===== src/rtl/sysbus_mmio_pkg.sv =====
// sysbus_mmio_pkg: register map, FSM states and byte-merge helper
// shared by the MMIO slave and its bench.
package sysbus_mmio_pkg;

  localparam logic [4:0] OFF_TXDATA   = 5'h00;
  localparam logic [4:0] OFF_STATUS   = 5'h04;
  localparam logic [4:0] OFF_MTIME_LO = 5'h08;
  localparam logic [4:0] OFF_MTIME_HI = 5'h0C;
  localparam logic [4:0] OFF_MTCMP_LO = 5'h10;
  localparam logic [4:0] OFF_MTCMP_HI = 5'h14;

  typedef enum logic {
    S_IDLE = 1'b0,
    S_RESP = 1'b1
  } state_t;

  function automatic logic [31:0] f_wmerge(
    input logic [31:0] i_old,
    input logic [31:0] i_new,
    input logic [3:0]  i_strb
  );
    logic [31:0] v;
    v = i_old;
    for (int b = 0; b < 4; b++) begin
      if (i_strb[b]) v[8*b +: 8] = i_new[8*b +: 8];
    end
    return v;
  endfunction

endpackage


===== src/rtl/sysbus_mmio_if.sv =====
// sysbus_mmio_if: request/response bus with valid/ready on both
// channels; master is the initiator, slave the MMIO block.
interface sysbus_mmio_if;
  logic        bus_req_valid;
  logic        bus_req_ready;
  logic [31:0] bus_req_addr;
  logic        bus_req_write;
  logic [31:0] bus_req_wdata;
  logic [3:0]  bus_req_wstrb;
  logic        bus_resp_valid;
  logic        bus_resp_ready;
  logic [31:0] bus_resp_rdata;
  logic        bus_resp_error;

  modport master (
    output bus_req_valid, bus_req_addr, bus_req_write,
    output bus_req_wdata, bus_req_wstrb, bus_resp_ready,
    input  bus_req_ready, bus_resp_valid,
    input  bus_resp_rdata, bus_resp_error
  );

  modport slave (
    input  bus_req_valid, bus_req_addr, bus_req_write,
    input  bus_req_wdata, bus_req_wstrb, bus_resp_ready,
    output bus_req_ready, bus_resp_valid,
    output bus_resp_rdata, bus_resp_error
  );
endinterface


===== src/rtl/sysbus_mmio_tx_fifo.sv =====
// tx_fifo: byte FIFO for the console; extra pointer bit tells full
// from empty, head reads 0 while empty.
module tx_fifo #(
  parameter int FIFO_DEPTH = 8
) (
  input  logic       clk,
  input  logic       rst,
  input  logic       i_push,
  input  logic [7:0] i_data,
  input  logic       i_pop,
  output logic       o_full,
  output logic       o_empty,
  output logic [7:0] o_head
);
  localparam int AW = $clog2(FIFO_DEPTH);

  logic [AW:0] r_wr;
  logic [AW:0] r_rd;
  logic [7:0]  r_mem [FIFO_DEPTH];
  logic        w_do_pop;
  logic        w_do_push;

  assign o_empty = (r_wr == r_rd);
  assign o_full  = (r_wr[AW] != r_rd[AW]) &&
                   (r_wr[AW-1:0] == r_rd[AW-1:0]);
  assign w_do_pop  = i_pop && !o_empty;
  assign w_do_push = i_push && (!o_full || w_do_pop);
  assign o_head = o_empty ? 8'h00 : r_mem[r_rd[AW-1:0]];

  // pointer advance on accepted push/pop
  always_ff @(posedge clk or negedge rst) begin
    if (!rst) begin
      r_wr <= '0;
      r_rd <= '0;
    end else begin
      if (w_do_push) r_wr <= r_wr + 1'b1;
      if (w_do_pop)  r_rd <= r_rd + 1'b1;
    end
  end

  // storage needs no reset; head is masked while empty
  always_ff @(posedge clk) begin
    if (w_do_push) r_mem[r_wr[AW-1:0]] <= i_data;
  end

endmodule


===== src/rtl/sysbus_mmio.sv =====
// sysbus_mmio: MMIO slave with console TX FIFO and 64-bit timer.
// One request in flight; response registered one cycle after accept.
module sysbus_mmio
  import sysbus_mmio_pkg::*;
#(
  parameter logic [31:0] BASE_ADDR  = 32'h1000_0000,
  parameter int          FIFO_DEPTH = 8
) (
  input  logic         clk,
  input  logic         rst,
  sysbus_mmio_if.slave bus,
  output logic         tx_valid,
  output logic [7:0]   tx_data,
  input  logic         tx_ready,
  output logic         timer_irq
);
  state_t      r_state;
  logic [31:0] r_rdata;
  logic        r_error;
  logic        r_ovf;
  logic [63:0] r_mtime;
  logic [63:0] r_mtcmp;
  logic        r_irq;

  logic [31:0] w_off;
  logic [4:0]  w_reg;
  logic        w_acc;
  logic        w_err;
  logic        w_wr;
  logic        w_push;
  logic        w_pop;
  logic        w_clr;
  logic        w_full;
  logic        w_empty;
  logic [31:0] w_rd;
  logic [31:0] w_wd;
  logic [3:0]  w_st;

  assign w_wd  = bus.bus_req_wdata;
  assign w_st  = bus.bus_req_wstrb;
  assign w_acc = (r_state == S_IDLE) && bus.bus_req_valid;
  assign w_off = bus.bus_req_addr - BASE_ADDR;
  assign w_reg = w_off[4:0];
  assign w_err = (w_off[31:5] != '0) ||
                 (bus.bus_req_addr[1:0] != 2'b00) ||
                 (w_reg[4:3] == 2'b11);
  assign w_wr   = w_acc && !w_err && bus.bus_req_write;
  assign w_push = w_wr && (w_reg == OFF_TXDATA) && w_st[0];
  assign w_clr  = w_wr && (w_reg == OFF_STATUS) &&
                  w_st[0] && w_wd[2];
  assign w_pop    = tx_valid && tx_ready;
  assign tx_valid = !w_empty;

  assign bus.bus_req_ready  = (r_state == S_IDLE);
  assign bus.bus_resp_valid = (r_state == S_RESP);
  assign bus.bus_resp_rdata = r_rdata;
  assign bus.bus_resp_error = r_error;
  assign timer_irq = r_irq;

  tx_fifo #(.FIFO_DEPTH(FIFO_DEPTH)) u_fifo (
    .clk     (clk),
    .rst     (rst),
    .i_push  (w_push),
    .i_data  (w_wd[7:0]),
    .i_pop   (w_pop),
    .o_full  (w_full),
    .o_empty (w_empty),
    .o_head  (tx_data)
  );

  // read mux; TXDATA and holes read as zero
  always_comb begin
    w_rd = '0;
    unique case (w_reg)
      OFF_STATUS:   w_rd = {29'd0, r_ovf, w_full, w_empty};
      OFF_MTIME_LO: w_rd = r_mtime[31:0];
      OFF_MTIME_HI: w_rd = r_mtime[63:32];
      OFF_MTCMP_LO: w_rd = r_mtcmp[31:0];
      OFF_MTCMP_HI: w_rd = r_mtcmp[63:32];
      default:      w_rd = '0;
    endcase
  end

  // accept in IDLE, hold the latched response until taken
  always_ff @(posedge clk or negedge rst) begin
    if (!rst) begin
      r_state <= S_IDLE;
      r_rdata <= '0;
      r_error <= 1'b0;
    end else begin
      unique case (r_state)
        S_IDLE: if (bus.bus_req_valid) begin
          r_rdata <= (bus.bus_req_write || w_err) ? '0 : w_rd;
          r_error <= w_err;
          r_state <= S_RESP;
        end
        S_RESP: if (bus.bus_resp_ready) r_state <= S_IDLE;
        default: r_state <= S_IDLE;
      endcase
    end
  end

  // sticky overflow on a dropped push
  always_ff @(posedge clk or negedge rst) begin
    if (!rst) r_ovf <= 1'b0;
    else if (w_clr) r_ovf <= 1'b0;
    else if (w_push && w_full && !w_pop) r_ovf <= 1'b1;
  end

  // free-running timer; a bus write replaces the increment
  always_ff @(posedge clk or negedge rst) begin
    if (!rst) r_mtime <= '0;
    else if (w_wr && w_reg == OFF_MTIME_LO)
      r_mtime <= {r_mtime[63:32],
                  f_wmerge(r_mtime[31:0], w_wd, w_st)};
    else if (w_wr && w_reg == OFF_MTIME_HI)
      r_mtime <= {f_wmerge(r_mtime[63:32], w_wd, w_st),
                  r_mtime[31:0]};
    else r_mtime <= r_mtime + 64'd1;
  end

  // compare register, byte writable
  always_ff @(posedge clk or negedge rst) begin
    if (!rst) r_mtcmp <= '1;
    else if (w_wr && w_reg == OFF_MTCMP_LO)
      r_mtcmp[31:0] <= f_wmerge(r_mtcmp[31:0], w_wd, w_st);
    else if (w_wr && w_reg == OFF_MTCMP_HI)
      r_mtcmp[63:32] <= f_wmerge(r_mtcmp[63:32], w_wd, w_st);
  end

  // registered level interrupt
  always_ff @(posedge clk or negedge rst) begin
    if (!rst) r_irq <= 1'b0;
    else r_irq <= (r_mtime >= r_mtcmp);
  end

endmodule


===== src/flat_wrapper.sv =====
// flat-port wrapper written by rule: the top's interface ports become plain ports
module sysbus_mmio_flat import sysbus_mmio_pkg::*;
#(
  parameter logic [31:0] BASE_ADDR  = 32'h1000_0000,
  parameter int          FIFO_DEPTH = 8
)
  (clk, rst, tx_valid, tx_data, tx_ready, timer_irq, bus_bus_req_valid, bus_bus_req_addr, bus_bus_req_write, bus_bus_req_wdata, bus_bus_req_wstrb, bus_bus_resp_ready, bus_bus_req_ready, bus_bus_resp_valid, bus_bus_resp_rdata, bus_bus_resp_error);
  sysbus_mmio_if bus_i ();
  input  logic clk;
  input  logic rst;
  output logic tx_valid;
  output logic [7:0] tx_data;
  input  logic tx_ready;
  output logic timer_irq;
  input wire logic [$bits(bus_i.bus_req_valid)-1:0] bus_bus_req_valid;
  input wire logic [$bits(bus_i.bus_req_addr)-1:0] bus_bus_req_addr;
  input wire logic [$bits(bus_i.bus_req_write)-1:0] bus_bus_req_write;
  input wire logic [$bits(bus_i.bus_req_wdata)-1:0] bus_bus_req_wdata;
  input wire logic [$bits(bus_i.bus_req_wstrb)-1:0] bus_bus_req_wstrb;
  input wire logic [$bits(bus_i.bus_resp_ready)-1:0] bus_bus_resp_ready;
  output wire logic [$bits(bus_i.bus_req_ready)-1:0] bus_bus_req_ready;
  output wire logic [$bits(bus_i.bus_resp_valid)-1:0] bus_bus_resp_valid;
  output wire logic [$bits(bus_i.bus_resp_rdata)-1:0] bus_bus_resp_rdata;
  output wire logic [$bits(bus_i.bus_resp_error)-1:0] bus_bus_resp_error;
  assign bus_i.bus_req_valid = bus_bus_req_valid;
  assign bus_i.bus_req_addr = bus_bus_req_addr;
  assign bus_i.bus_req_write = bus_bus_req_write;
  assign bus_i.bus_req_wdata = bus_bus_req_wdata;
  assign bus_i.bus_req_wstrb = bus_bus_req_wstrb;
  assign bus_i.bus_resp_ready = bus_bus_resp_ready;
  assign bus_bus_req_ready = bus_i.bus_req_ready;
  assign bus_bus_resp_valid = bus_i.bus_resp_valid;
  assign bus_bus_resp_rdata = bus_i.bus_resp_rdata;
  assign bus_bus_resp_error = bus_i.bus_resp_error;
  sysbus_mmio #(.BASE_ADDR(BASE_ADDR), .FIFO_DEPTH(FIFO_DEPTH)) u_core (.clk(clk), .rst(rst), .bus(bus_i), .tx_valid(tx_valid), .tx_data(tx_data), .tx_ready(tx_ready), .timer_irq(timer_irq));
endmodule

===== config.mk =====
export PLATFORM = sky130hd
export DESIGN_NAME = sysbus_mmio_flat
export DESIGN_NICKNAME = d
export VERILOG_FILES = /design/src/rtl/sysbus_mmio_pkg.sv /design/src/rtl/sysbus_mmio_if.sv /design/src/rtl/sysbus_mmio_tx_fifo.sv /design/src/rtl/sysbus_mmio.sv /design/src/flat_wrapper.sv
export SDC_FILE = /design/constraint.sdc
export NUM_CORES = 1
export LEC_CHECK = 0
export CAP_MARGIN = 0
export CORE_MARGIN = 3
export CORE_UTILIZATION = 50
export DETAILED_ROUTE_END_ITERATION = 7
export PLACE_DENSITY = 0.71
export SLEW_MARGIN = 20
export SYNTH_ARGS = -nofsm -noshare
export SYNTH_HDL_FRONTEND = slang
export SYNTH_SLANG_ARGS = --single-unit

===== constraint.sdc =====
create_clock -name clk -period 8.3 [get_ports clk]
set_input_delay 2.075 -clock clk [delete_from_list [all_inputs] [get_ports clk]]
set_output_delay 2.075 -clock clk [all_outputs]
set_load 0.005 [all_outputs]

# == Word-level counts from Yosys, hierarchy flattened ==
# Memories as Yosys holds them, arrays and structs flattened.
# Index checks and enable logic that the tools add are counted.
# op_classes
order_cmp,1
reduce_logical,47
addsub,4
n_mux,16
n_eq_ne,18
bitwise,3
# op_table
cell,n
32-bit one-hot mux with 5 select lines,1
64-bit by 1-bit adder with 64-bit output (second input constant),1
64-bit greater-or-equal comparator,1
32-bit two-way mux,2
64-bit two-way mux,1
8-bit two-way mux,5
32-bit by 29-bit subtractor with 32-bit output (second input constant),1
27-bit nonzero test,1
2-bit AND reduction,13
1-bit logical AND,18
2-bit inequality test (second input constant),8
3-bit AND reduction,4
5-bit by 4-bit equality test with 1-bit output (second input constant),2
5-bit equality test (second input constant),2
4-bit by 1-bit adder with 4-bit output (second input constant),2
1-bit two-way mux,6
5-bit by 3-bit equality test with 1-bit output (second input constant),1
5-bit logical NOT,1
4-bit equality test,1
1-bit logical NOT,4
1-bit logical OR,4
2-bit nonzero test,2
3-bit equality test,1
1-bit inverter,3
other kinds (4),4
# word_totals
wordCells,113
ram_bits,64
input_bits,74
out_inout_bits,45
mem_count,1
reg_bits,172
# memory_table
name,depth,word_bits,rd,rd_ports_with_merged_regs,write_ports,line,text
u_core.u_fifo.r_mem,8,8,1,0,1,sysbus_mmio_tx_fifo.sv:19,logic [7:0] r_mem [FIFO_DEPTH];

# == Depth between registers and ports, before layout ==
# Gate-level depths: netlist of run 1.
# logic_depth
ltp_word,13
mapped_depth,11
mapped_depth_nobuf,9

# == Hierarchy ==
# A second synthesis of run 1 with hierarchy kept.
# hier_totals
hier_cells,1315
area_unflattened_um2,13534.2
# by_module_without_submodules
mod,seq_area_each_um2,area_per_inst_um2,n_inst,cells_each
sysbus_mmio,4184.0,10457.5,1,1156
tx_fifo,2122.0,3076.7,1,159

# == Worst setup path before layout of run 1 ==
# Ideal clock, no wire load.
# synth_path
kind,in2reg
from,in bus_bus_req_addr[19]
to,mem u_core.u_fifo.r_mem[1][0] (enable)
stages,5
n_path_buf,0
t_required_ps,7902
setup_slack_ps,3239
setup_ps,398
t_arrival_ps,4663
cell_sequence,or4_1 > nor4_1 > nand4_1 > or4_1 > nor4b_1
# synth_via
elab_chain_cells,12
# synth_lines
element,line,text
"start, declared",flat_wrapper.sv:16,input wire logic [$bits(bus_i.bus_req_addr)-1:0] bus_bus_req_addr;
32-bit by 29-bit subtractor with 32-bit output,sysbus_mmio.sv:42,assign w_off = bus.bus_req_addr - BASE_ADDR;
27-bit nonzero test,sysbus_mmio.sv:44,assign w_err = (w_off[31:5] != '0) ||
1-bit logical OR,sysbus_mmio.sv:44,
1-bit logical OR,sysbus_mmio.sv:45,(bus.bus_req_addr[1:0] != 2'b00) ||
1-bit logical NOT,sysbus_mmio.sv:47,assign w_wr = w_acc && !w_err && bus.bus_req_write;
1-bit logical AND (2 in a row),sysbus_mmio.sv:47,
1-bit logical AND (2 in a row),sysbus_mmio.sv:48,assign w_push = w_wr && (w_reg == OFF_TXDATA) && w_st[0];
1-bit logical AND,sysbus_mmio_tx_fifo.sv:27,assign w_do_push = i_push && (!o_full || w_do_pop);
1-bit two-way mux,sysbus_mmio_tx_fifo.sv:43,if (w_do_push) r_mem[r_wr[AW-1:0]] <= i_data;
1-bit two-way mux (not written as such),sysbus_mmio_tx_fifo.sv:43,
"end, declared",sysbus_mmio_tx_fifo.sv:19,
# Every way passes these cells.

# == Final worst setup path of run 1 ==
# layout_path
from,reg u_core.u_fifo.r_rd[1]
to,out tx_data[5]
# layout_via
elab_chain_cells,2
word_cells_on_any_way,3
classes_between,1 x eq/ne; 1 x mux; 1 x memory
# layout_lines
element,line,text
"start, declared",sysbus_mmio_tx_fifo.sv:18,logic [AW:0] r_rd;
"start signal, assigned",sysbus_mmio_tx_fifo.sv:37,if (w_do_pop) r_rd <= r_rd + 1'b1;
memory 8 x 8 bit / 4-bit equality test (equally long branches),-,
8-bit two-way mux *,sysbus_mmio_tx_fifo.sv:28,assign o_head = o_empty ? 8'h00 : r_mem[r_rd[AW-1:0]];
"end, declared",flat_wrapper.sv:12,output logic [7:0] tx_data;
# Mark *: on every way between the ends. The rest lies on a longest branch, timed or not.

==> results.txt, run 1 <==
status -> finished clean
Clock Sinks -> 236
GRT overflow -> 0
Syn-to-layout area delta -> 18.29%
Port Buffers -> 118
top post-synthesis cells by area -> dfrtp_1 20%, edfxtp_1 14%, dfstp_2 13%
total track usage -> 26.07%
GP Congestion -> 0.9312
Post-CTS Setup Repair Bufs -> 0
WHS -> 0.4758 ns
top_reg_cell synth -> dfrtp_1
fraction of the mapped netlist area in adder cells -> 6.384%
#FFs+latches synth -> 236
final number of hold-violating endpoints -> 0
mux cell area share after synthesis -> 10.20%
Non-Filler Instances -> 1,747
Worst Path Max Fanout -> 20
fin util -> 60.33%
Synth area leader -> dfrtp_1
Initial DRC Count -> 1,199
DR pass1 iterations -> 7
clk slew on worst S/H paths -> 0.06 ns
largest family of logic cells by synthesized area -> simple AND/OR/NAND/NOR gates
Cells after Synth -> 1,286
DR vias -> 10,902
Avg Cell Area, Syn -> 10.36 um^2
Setup crit start kind -> flip-flop
initial antenna violation count -> 1
core box area -> 26,130 um^2
leak pwr -> 5.979 nW
top cell type's share of synthesized area -> 20.28%
routed wire length -> 38,050 um
final setup margin -> 3.059 ns
Data arrival, critical path -> 3.17 ns
net count reported at finish -> 1,534
Power Dens Cells -> 179.8 nW/um^2
Synthesized Nets -> 1,428
DR WL/cell -> 21.78 um
Num CTS Buffers -> 26
DP Wirelength -> 27,240 um
worst-case clock skew -> 0.01436 ns
post-synth cell types -> 74
Die H -> 169.3 um
Synth Area in Simple Gates -> 17.12%
pre-CTS WS -> 2.430 ns
CP max stage cell -> dfrtp_1
Seq/Total Area, Yosys -> 47.32%
number of flops mapped to enable cells by yosys -> 64
Vias/cell -> 6.240
CTS tree -> done
async set-reset flop share out of synthesis -> 72.88%
max cap viols -> 0
Setup crit end kind -> output pin
largest net degree at the start of global routing -> 92
placed inst area -> 14,830 um^2
# diodes -> 0
delay-heaviest family, CP -> simple AND/OR/NAND/NOR gates
Tmin final -> 5.241 ns
total negative setup slack -> 0 ns
Die W -> 169.3 um
antenna-violating nets left -> 0
Compound-Gate Fraction of Synth Area -> 14.06%
filler instances -> 2,231
Worst IR Drop VDD -> 0.0001366 V
critical-path cell list -> xnor2_1 > nand3_1 > nor2b_1 > nor2_1 > clkdlybuf4s50_1
Min-Delay Path Class -> reg -> reg
vias in the first global route -> 10,684
fin crit share -> 63.15%
placed insts -> 1,699
Max Freq -> 0.1908 GHz
RSZ-0062 raised after global routing -> false
worst-skew pair later-pin latency -> 0.53 ns
Req. time, crit path -> 6.23 ns
Slew HR -> 31.89%
Crit path buffers/inverters -> 1
Final Max Slew Viols -> 0
CP Class -> reg -> out
Starting Density -> 51.00%
full die area -> 28,650 um^2
final instance area -> 15,770 um^2
IO Pins -> 119
residual DRC count -> 0
YS warnings -> 0
slowest cell delay on critical path -> 0.91 ns
synthesized cell area -> 13,330 um^2
htree depth -> 1
global-route wire length before repair -> 59,770 um
Hold-fix buffers, CTS -> 0
slew of the pin with the lowest slew margin -> 1.016 ns
xor-xnor portion of the synthesized cell area -> 0.7229%
total power -> 2.834 mW
Max clock buf depth -> 3
# rows -> 59
Root Buffer -> clkbuf_16
Post-CTS Resized -> 0
share of layout cells above drive strength 1 -> 17.63%
final count of negative-setup-slack endpoints -> 0
-- worst reg2reg max path, delay by kind of cell (launching register included) --
family	cells	cell delay, ns
compound gates	4	1.00
fa+ha+maj	1	0.31
buf+inv	1	0.05
flops	1	0.55
simple gates	3	1.41
-- metal layers --
metal | GRT usage [%] | up-vias | share of wire (%)
li1 | - | 5059 | -
met1 | 34.98 | 5362 | 42
met2 | 44.59 | 396 | 49
met3 | 3.378 | 83 | 5.5
met4 | 7.717 | 2 | 3.2
met5 | 0 | - | 0.032
-- cell type report --
cell class | instances | area (um^2) | share of cell area (%)
inverter | 90 | 337.8 | 2.143
tap | 335 | 419.2 | 2.659
clock buffer | 37 | 794.5 | 5.040
clock inverter | 11 | 117.6 | 0.7460
sequential | 236 | 6306 | 40.00
multi-input combinational | 907 | 6511 | 41.30
timing repair buffer | 131 | 1279 | 8.111
-- worst paths after layout --
kind / start / endpoint / slack [ns] / depth (start not counted)
setup / recovery: u_core.u_fifo.r_rd[1]$_DFFE_PN0P_ / tx_data[5] / 3.06 / 5
hold / removal: u_core.bus.bus_resp_rdata[24]$_DFFE_PN0P_ / u_core.bus.bus_resp_rdata[24]$_DFFE_PN0P_ / 0.48 / 2
setup reg to reg: u_core.r_mtcmp[47]$_DFFE_PN1P_ / u_core.timer_irq$_DFF_PN0_ / 4.93 / 9
hold reg to reg: u_core.bus.bus_resp_rdata[24]$_DFFE_PN0P_ / u_core.bus.bus_resp_rdata[24]$_DFFE_PN0P_ / 0.48 / 2
max in group asynchronous: rst / u_core.r_mtime[7]$_DFFE_PN0P_ / 5.38 / 2
min in group asynchronous: rst / u_core.bus.bus_resp_rdata[11]$_DFFE_PN0P_ / 1.62 / 1
-- cells in the final DEF (no fill, tap or decap), types with 31 or more instances in the layout --
cell type	Yosys	routed
dfrtp_1	108	108
nor2_1	69	69
o21ai_0	92	92
dfstp_2	64	64
nand3_1	42	42
clkdlybuf4s50_1	0	116
nand2_1	140	140
mux2_2	79	79
a222oi_1	31	31
inv_1	89	89
ha_1	68	68
a21oi_1	66	66
nor3_1	38	36
edfxtp_1	64	64
nand4_1	32	32
-- power breakdown --
group,internal [mW],switching (mW),total (mW)
clock,0.729,0.479,1.21
sequential,1.21,0.0382,1.24
combinational,0.214,0.168,0.382
-- cells by family after synthesis --
logic type,Yosys count
AND/OR/NAND/NOR,432
AO/OA/AOI/OAI,290
flip-flops,236
buffers and inverters,143
multiplexers,106
adder cells (fa/ha/maj),68
XOR/XNOR,11
-- synth_stat cells, types with 6 or more instances --
library cell,n
a211oi_1,17
a21oi_1,66
a222oi_1,31
a31oi_1,6
and2_1,9
and3_1,23
and4_1,8
buf_2,8
clkbuf_1,38
dfrtp_1,108
dfstp_2,64
edfxtp_1,64
ha_1,68
inv_1,89
mux2_2,79
mux2i_1,11
mux4_2,16
nand2_1,140
nand3_1,42
nand4_1,32
nand4_4,6
nor2_1,69
nor3_1,38
nor4_1,16
o211ai_1,7
o21a_1,8
o21ai_0,92
o22ai_1,16
or3_1,6
or4_1,8
xnor2_1,8
-- state kept, by name (all words and copies together), names as in the netlist, 4 cells and up --
signal                     cells
u_core.r_mtcmp                64
u_core.r_mtime                64
u_core.u_fifo.r_mem           64
u_core.bus.bus_resp_rdata     32
u_core.u_fifo.r_rd             4
u_core.u_fifo.r_wr             4
Note: power is estimated with default switching activity, not from simulation.
==> inputs of run 2 (changes only) <==
--- a/config.mk
+++ b/config.mk
@@ -9,7 +9,7 @@
 export CORE_MARGIN = 3
 export CORE_UTILIZATION = 50
 export DETAILED_ROUTE_END_ITERATION = 7
-export PLACE_DENSITY = 0.71
+export PLACE_DENSITY = 0.74
 export SLEW_MARGIN = 20
 export SYNTH_ARGS = -nofsm -noshare
 export SYNTH_HDL_FRONTEND = slang
==> constraint.sdc (replaced) <==
create_clock -name clk -period 4.73 [get_ports clk]
set_input_delay 1.1825 -clock clk [delete_from_list [all_inputs] [get_ports clk]]
set_output_delay 1.1825 -clock clk [all_outputs]
set_load 0.005 [all_outputs]
==> results.txt, run 2 (synthesized netlist as in run 1, its figures left out) <==
Final Max Slew Viols -> 0 (unchanged)
residual DRC count -> 7 (was 0)
Min-Delay Path Class -> reg -> reg (unchanged)
total track usage -> 26.72% (was 26.07%)
fin crit share -> 81.65%
share of layout cells above drive strength 1 -> 18.16% (was 17.63%)
total power -> 5.068 mW (was 2.834 mW)
Post-CTS Resized -> 0 (unchanged)
Max Freq -> 0.2589 GHz
Worst Path Max Fanout -> 8 (was 20)
Setup crit start kind -> input pin (was flip-flop)
max cap viols -> 0 (unchanged)
slew of the pin with the lowest slew margin -> 0.9189 ns (was 1.016 ns)
DP Wirelength -> 27,870 um (was 27,240 um)
GRT overflow -> 0 (unchanged)
DR pass1 iterations -> 8 (was 7)
full die area -> 28,650 um^2 (unchanged)
Syn-to-layout area delta -> 19.42% (was 18.29%)
clk slew on worst S/H paths -> 0.06 ns (about the same)
status -> finished, violations left (was finished clean)
Data arrival, critical path -> 4.10 ns (was 3.17 ns)
Hold-fix buffers, CTS -> 0 (unchanged)
worst-case clock skew -> 0.01368 ns (was 0.01436 ns)
net count reported at finish -> 1,554 (was 1,534)
Starting Density -> 51.00% (unchanged)
crit-path most repeated cell -> buf_4
CP Class -> in -> reg (was reg -> out)
core box area -> 26,130 um^2 (unchanged)
Setup crit end kind -> flip-flop (was output pin)
Vias/cell -> 6.416 (was 6.240)
Die W -> 169.3 um (unchanged)
Power Dens Cells -> 318.4 nW/um^2 (was 179.8 nW/um^2)
routed wire length -> 38,890 um (was 38,050 um)
Root Buffer -> clkbuf_16 (unchanged)
critical-path cell list -> clkdlybuf4s50_1 > inv_1 > ha_1 > nor4bb_1 > and4_1 > nand4_1 > buf_4 > nor4_1 > nand2_1 > nor3b_1 > buf_4 (was xnor2_1 > nand3_1 > nor2b_1 > nor2_1 > clkdlybuf4s50_1)
Post-CTS Setup Repair Bufs -> 0 (unchanged)
Max clock buf depth -> 3 (unchanged)
# rows -> 59 (unchanged)
global-route wire length before repair -> 61,960 um (was 59,770 um)
most common cell after layout, fill and taps aside -> nand2_1 (unchanged)
Die H -> 169.3 um (unchanged)
# diodes -> 0 (unchanged)
failing checks -> DRC
initial antenna violation count -> 0 (was 1)
Clock Sinks -> 236 (unchanged)
Req. time, crit path -> 4.97 ns (was 6.23 ns)
Num CTS Buffers -> 26 (unchanged)
Worst IR Drop VDD -> 0.0002783 V (was 0.0001366 V)
CP max stage cell -> nor4_1 (was dfrtp_1)
highest-count cells in the layout ignoring fill and taps -> 140 x nand2_1, 116 x clkdlybuf4s50_1, 108 x dfrtp_1 (unchanged)
total negative setup slack -> 0 ns (unchanged)
CTS tree -> done (unchanged)
DR WL/cell -> 22.01 um (was 21.78 um)
antenna-violating nets left -> 0 (unchanged)
DR vias -> 11,337 (was 10,902)
htree depth -> 1 (unchanged)
Initial DRC Count -> 1,645 (was 1,199)
final count of negative-setup-slack endpoints -> 0 (unchanged)
vias in the first global route -> 11,214 (was 10,684)
GP Congestion -> 0.9525 (was 0.9312)
IO Pins -> 119 (unchanged)
leak pwr -> 6.088 nW (was 5.979 nW)
Tmin final -> 3.862 ns
largest net degree at the start of global routing -> 88 (was 92)
slowest cell delay on critical path -> 0.52 ns (was 0.91 ns)
fin util -> 60.91% (was 60.33%)
Slew HR -> 38.17% (was 31.89%)
worst-skew pair later-pin latency -> 0.54 ns (was 0.53 ns)
RSZ-0062 raised after global routing -> false (unchanged)
final number of hold-violating endpoints -> 0 (unchanged)
Port Buffers -> 118 (unchanged)
run 2: cell types whose count changed in the layout (fill, tap and decap cells not counted), sizes merged:
cell      change
buf          +20
bufinv        +3
clkinv        +1
clkinvlp      -5
inv           +1
run 2: per-layer routing:
metal  part of all wire (%)  GRT usage [%]
met1                     41          35.72
met2                     49          45.62
met3                    7.2          3.471
met4                    3.4          8.428
met5                      0              0
run 2: final timing paths:
check	startpoint	cells past startpoint	to	slack, ns
min	u_core.bus.bus_resp_rdata[14]$_DFFE_PN0P_	2	u_core.bus.bus_resp_rdata[14]$_DFFE_PN0P_	0.48
min in group asynchronous	rst	1	u_core.bus.bus_resp_rdata[10]$_DFFE_PN0P_	0.71
max in group asynchronous	rst	2	u_core.r_mtcmp[27]$_DFFE_PN1P_	3.03
max	bus_bus_req_addr[28]	11	u_core.u_fifo.r_mem[5][1]$_DFFE_PP_	0.87
max reg2reg	u_core.r_mtcmp[47]$_DFFE_PN1P_	9	u_core.timer_irq$_DFF_PN0_	1.39
min reg2reg	u_core.bus.bus_resp_rdata[14]$_DFFE_PN0P_	2	u_core.bus.bus_resp_rdata[14]$_DFFE_PN0P_	0.48
run 2: per-stage QoR:
step / cell area (um^2) / std cells / worst slack (ns) / hold slack (ns)
final: 15920 / 1767 / 0.8679 / 0.4783
after global routing: 15920 / 1767 / 0.6760 / 0.5062
after CTS: 15920 / 1767 / 0.8328 / 0.4874
after detailed placement: 14990 / 1719 / 0.4210 / 0.4698
after global placement: 14990 / 1719 / 0.5393 / 0.4657
after floorplan: 13330 / 1286 / 0.5611 / 0.4617
run 2: worst max-delay path: cells and delay by family:
kind                       cells  cell delay, ns
and+or+nand+nor                6            1.68
buffers and inverters          4            0.95
adders and majority gates      1            0.28
run 2: power breakdown:
group	total, mW	switching, mW	internal [mW]
sequential	2.19	0.0757	2.12
combinational	0.685	0.303	0.383
clock	2.19	0.849	1.34
run 2: final cells by class:
| type | count | area, um^2 |
|---|---|---|
| Clock buffer | 37 | 721.9 |
| Clock inverter | 11 | 202.7 |
| Fill cell | 2162 | 10220 |
| Inverter | 90 | 337.8 |
| Multi-Input combinational cell | 907 | 6491 |
| Sequential cell | 236 | 6306 |
| Tap cell | 335 | 419.2 |
| Timing Repair Buffer | 151 | 1438 |
==> inputs of run 3 (changes only) <==
--- a/config.mk
+++ b/config.mk
@@ -9,7 +9,7 @@
 export CORE_MARGIN = 3
 export CORE_UTILIZATION = 50
 export DETAILED_ROUTE_END_ITERATION = 7
-export PLACE_DENSITY = 0.74
+export PLACE_DENSITY = 0.71
 export SLEW_MARGIN = 20
 export SYNTH_ARGS = -nofsm -noshare
 export SYNTH_HDL_FRONTEND = slang
==> constraint.sdc (replaced) <==
create_clock -name clk -period 3.6 [get_ports clk]
set_input_delay 0.9 -clock clk [delete_from_list [all_inputs] [get_ports clk]]
set_output_delay 0.9 -clock clk [all_outputs]
set_load 0.005 [all_outputs]
==> results.txt, run 3 (synthesized netlist as in run 1, its figures left out) <==
net count reported at finish -> 1,619 (was 1,554)
GP Congestion -> 0.9262 (was 0.9525)
cells on worst reg2reg path -> 9 (unchanged)
largest net degree at the start of global routing -> 57 (was 88)
Multi-input gate area -> 6491 um^2 (unchanged)
total power -> 6.546 mW (was 5.068 mW)
Max Freq -> 0.2947 GHz
Post-CTS Resized -> 0 (unchanged)
Root Buffer -> clkbuf_16 (unchanged)
global-route wire length before repair -> 62,830 um (was 61,960 um)
most common cell after layout, fill and taps aside -> nand2_1 (unchanged)
routed wire length -> 39,860 um (was 38,890 um)
Max Used Layer -> met4 (unchanged)
Port Buffers -> 118 (unchanged)
Tmin final -> 3.393 ns
final instance area -> 16,440 um^2 (was 15,920 um^2)
initial antenna violation count -> 1 (was 0)
Power Dens Cells -> 398.1 nW/um^2 (was 318.4 nW/um^2)
DR pass1 iterations -> 8 (unchanged)
htree depth -> 1 (unchanged)
slew of the pin with the lowest slew margin -> 0.7810 ns (was 0.9189 ns)
vias in the first global route -> 11,245 (was 11,214)
RSZ-0062 raised after global routing -> false (unchanged)
final number of hold-violating endpoints -> 0 (unchanged)
Starting Density -> 51.00% (unchanged)
met2 routed WL -> 18,630 um (was 18,990 um)
Slew HR -> 46.59% (was 38.17%)
clk slew on worst S/H paths -> 0.06 ns (about the same)
CP Class -> reg -> out (was in -> reg)
Min-Delay Path Class -> in -> async (was reg -> reg)
Hold-fix buffers, CTS -> 0 (unchanged)
filler instances -> 2,153 (was 2,162)
IO Pins -> 119 (unchanged)
wire length on met3 -> 2764 um (was 2785 um)
share of layout cells above drive strength 1 -> 22.03% (was 18.16%)
final setup margin -> 0.2066 ns (was 0.8679 ns)
worst-case clock skew -> 0.02023 ns (was 0.01368 ns)
Data arrival, critical path -> 2.49 ns (was 4.10 ns)
Req. time, crit path -> 2.70 ns (was 4.97 ns)
status -> finished clean (was finished, violations left)
final count of negative-setup-slack endpoints -> 0 (unchanged)
DR vias -> 11,334 (was 11,337)
Max clock buf depth -> 3 (unchanged)
core box area -> 26,130 um^2 (unchanged)
total track usage -> 27.60% (was 26.72%)
M1 WL -> 16,940 um (was 15,780 um)
max cap viols -> 0 (unchanged)
GRT overflow -> 0 (unchanged)
Initial DRC Count -> 1,350 (was 1,645)
full die area -> 28,650 um^2 (unchanged)
fin crit share -> 94.26%
Worst IR Drop VDD -> 0.0002877 V (was 0.0002783 V)
Die H -> 169.3 um (unchanged)
CTS tree -> done (unchanged)
DP Wirelength -> 29,430 um (was 27,870 um)
Num CTS Buffers -> 27 (was 26)
# rows -> 59 (unchanged)
Clock Sinks -> 236 (unchanged)
Final Max Slew Viols -> 0 (unchanged)
Setup crit end kind -> output pin (was flip-flop)
fin util -> 62.92% (was 60.91%)
Syn-to-layout area delta -> 23.38% (was 19.42%)
Worst Path Max Fanout -> 20 (was 8)
highest-count cells in the layout ignoring fill and taps -> 140 x nand2_1, 116 x clkdlybuf4s50_1, 108 x dfrtp_1 (unchanged)
residual DRC count -> 0 (was 7)
Die W -> 169.3 um (unchanged)
placed inst area -> 15,550 um^2 (was 14,990 um^2)
worst-skew pair later-pin latency -> 0.56 ns (was 0.54 ns)
Post-CTS Setup Repair Bufs -> 0 (unchanged)
Vias/cell -> 6.180 (was 6.416)
DR WL/cell -> 21.73 um (was 22.01 um)
Setup crit start kind -> flip-flop (was input pin)
leak pwr -> 6.410 nW (was 6.088 nW)
pre-CTS WS -> -0.3039 ns (was 0.4210 ns)
antenna-violating nets left -> 0 (unchanged)
register area -> 6306 um^2 (unchanged)
==> run 3: power by group <==
part / internal, mW / switching, mW
registers: 2.78 / 0.0173
logic: 0.520 / 0.483
clock network: 1.59 / 1.15
total: 4.90 / 1.65
==> run 3: area by class of cell <==
| cell class | count | share of cell area (%) |
|---|---|---|
| Antenna cell | 1 | 0.01522 |
| Clock buffer | 33 | 4.429 |
| Clock inverter | 17 | 1.004 |
| Inverter | 90 | 2.054 |
| Multi-Input combinational cell | 907 | 39.48 |
| Sequential cell | 236 | 38.35 |
| Tap cell | 335 | 2.549 |
| Timing Repair Buffer | 215 | 12.12 |
==> run 3: final timing paths <==
| path | from | slack (ns) | end |
|---|---|---|---|
| setup / recovery | u_core.u_fifo.r_rd[0]$_DFFE_PN0P_ | 0.21 | tx_data[2] |
| hold / removal | rst | 0.30 | u_core.bus.bus_resp_rdata[11]$_DFFE_PN0P_ |
| setup reg to reg | u_core.r_mtcmp[28]$_DFFE_PN1P_ | 0.40 | u_core.timer_irq$_DFF_PN0_ |
| hold reg to reg | u_core.bus.bus_resp_rdata[9]$_DFFE_PN0P_ | 0.47 | u_core.bus.bus_resp_rdata[9]$_DFFE_PN0P_ |
| max in group asynchronous | rst | 2.52 | u_core.r_mtcmp[27]$_DFFE_PN1P_ |
| min in group clk | u_core.bus.bus_resp_rdata[9]$_DFFE_PN0P_ | 0.47 | u_core.bus.bus_resp_rdata[9]$_DFFE_PN0P_ |
==> run 3: metrics by stage <==
step / hold slack, ns / std cells / TNS, ns
after floorplan: 0.4617 / 1286 / -5.796
after global placement: 0.4629 / 1783 / -9.355
after detailed placement: 0.4707 / 1783 / -13.82
after CTS: 0.2996 / 1833 / 0
after global routing: 0.3155 / 1834 / 0
final: 0.2950 / 1834 / 0
==> run 3: critical path: stages, from the launching register on <==
cell             delay (ns)
dfrtp_1                0.32
buf_4                  0.34
mux4_2                 0.59
mux2i_1                0.19
nor2_1                 0.06
clkdlybuf4s50_1        0.44
==> run 3: routing by layer <==
| metal | GRT usage [%] | up-vias |
|---|---|---|
| met5 | 0 | - |
| met4 | 9.317 | 0 |
| li1 | - | 5215 |
| met1 | 38.37 | 5533 |
| met3 | 4.239 | 109 |
| met2 | 44.65 | 477 |
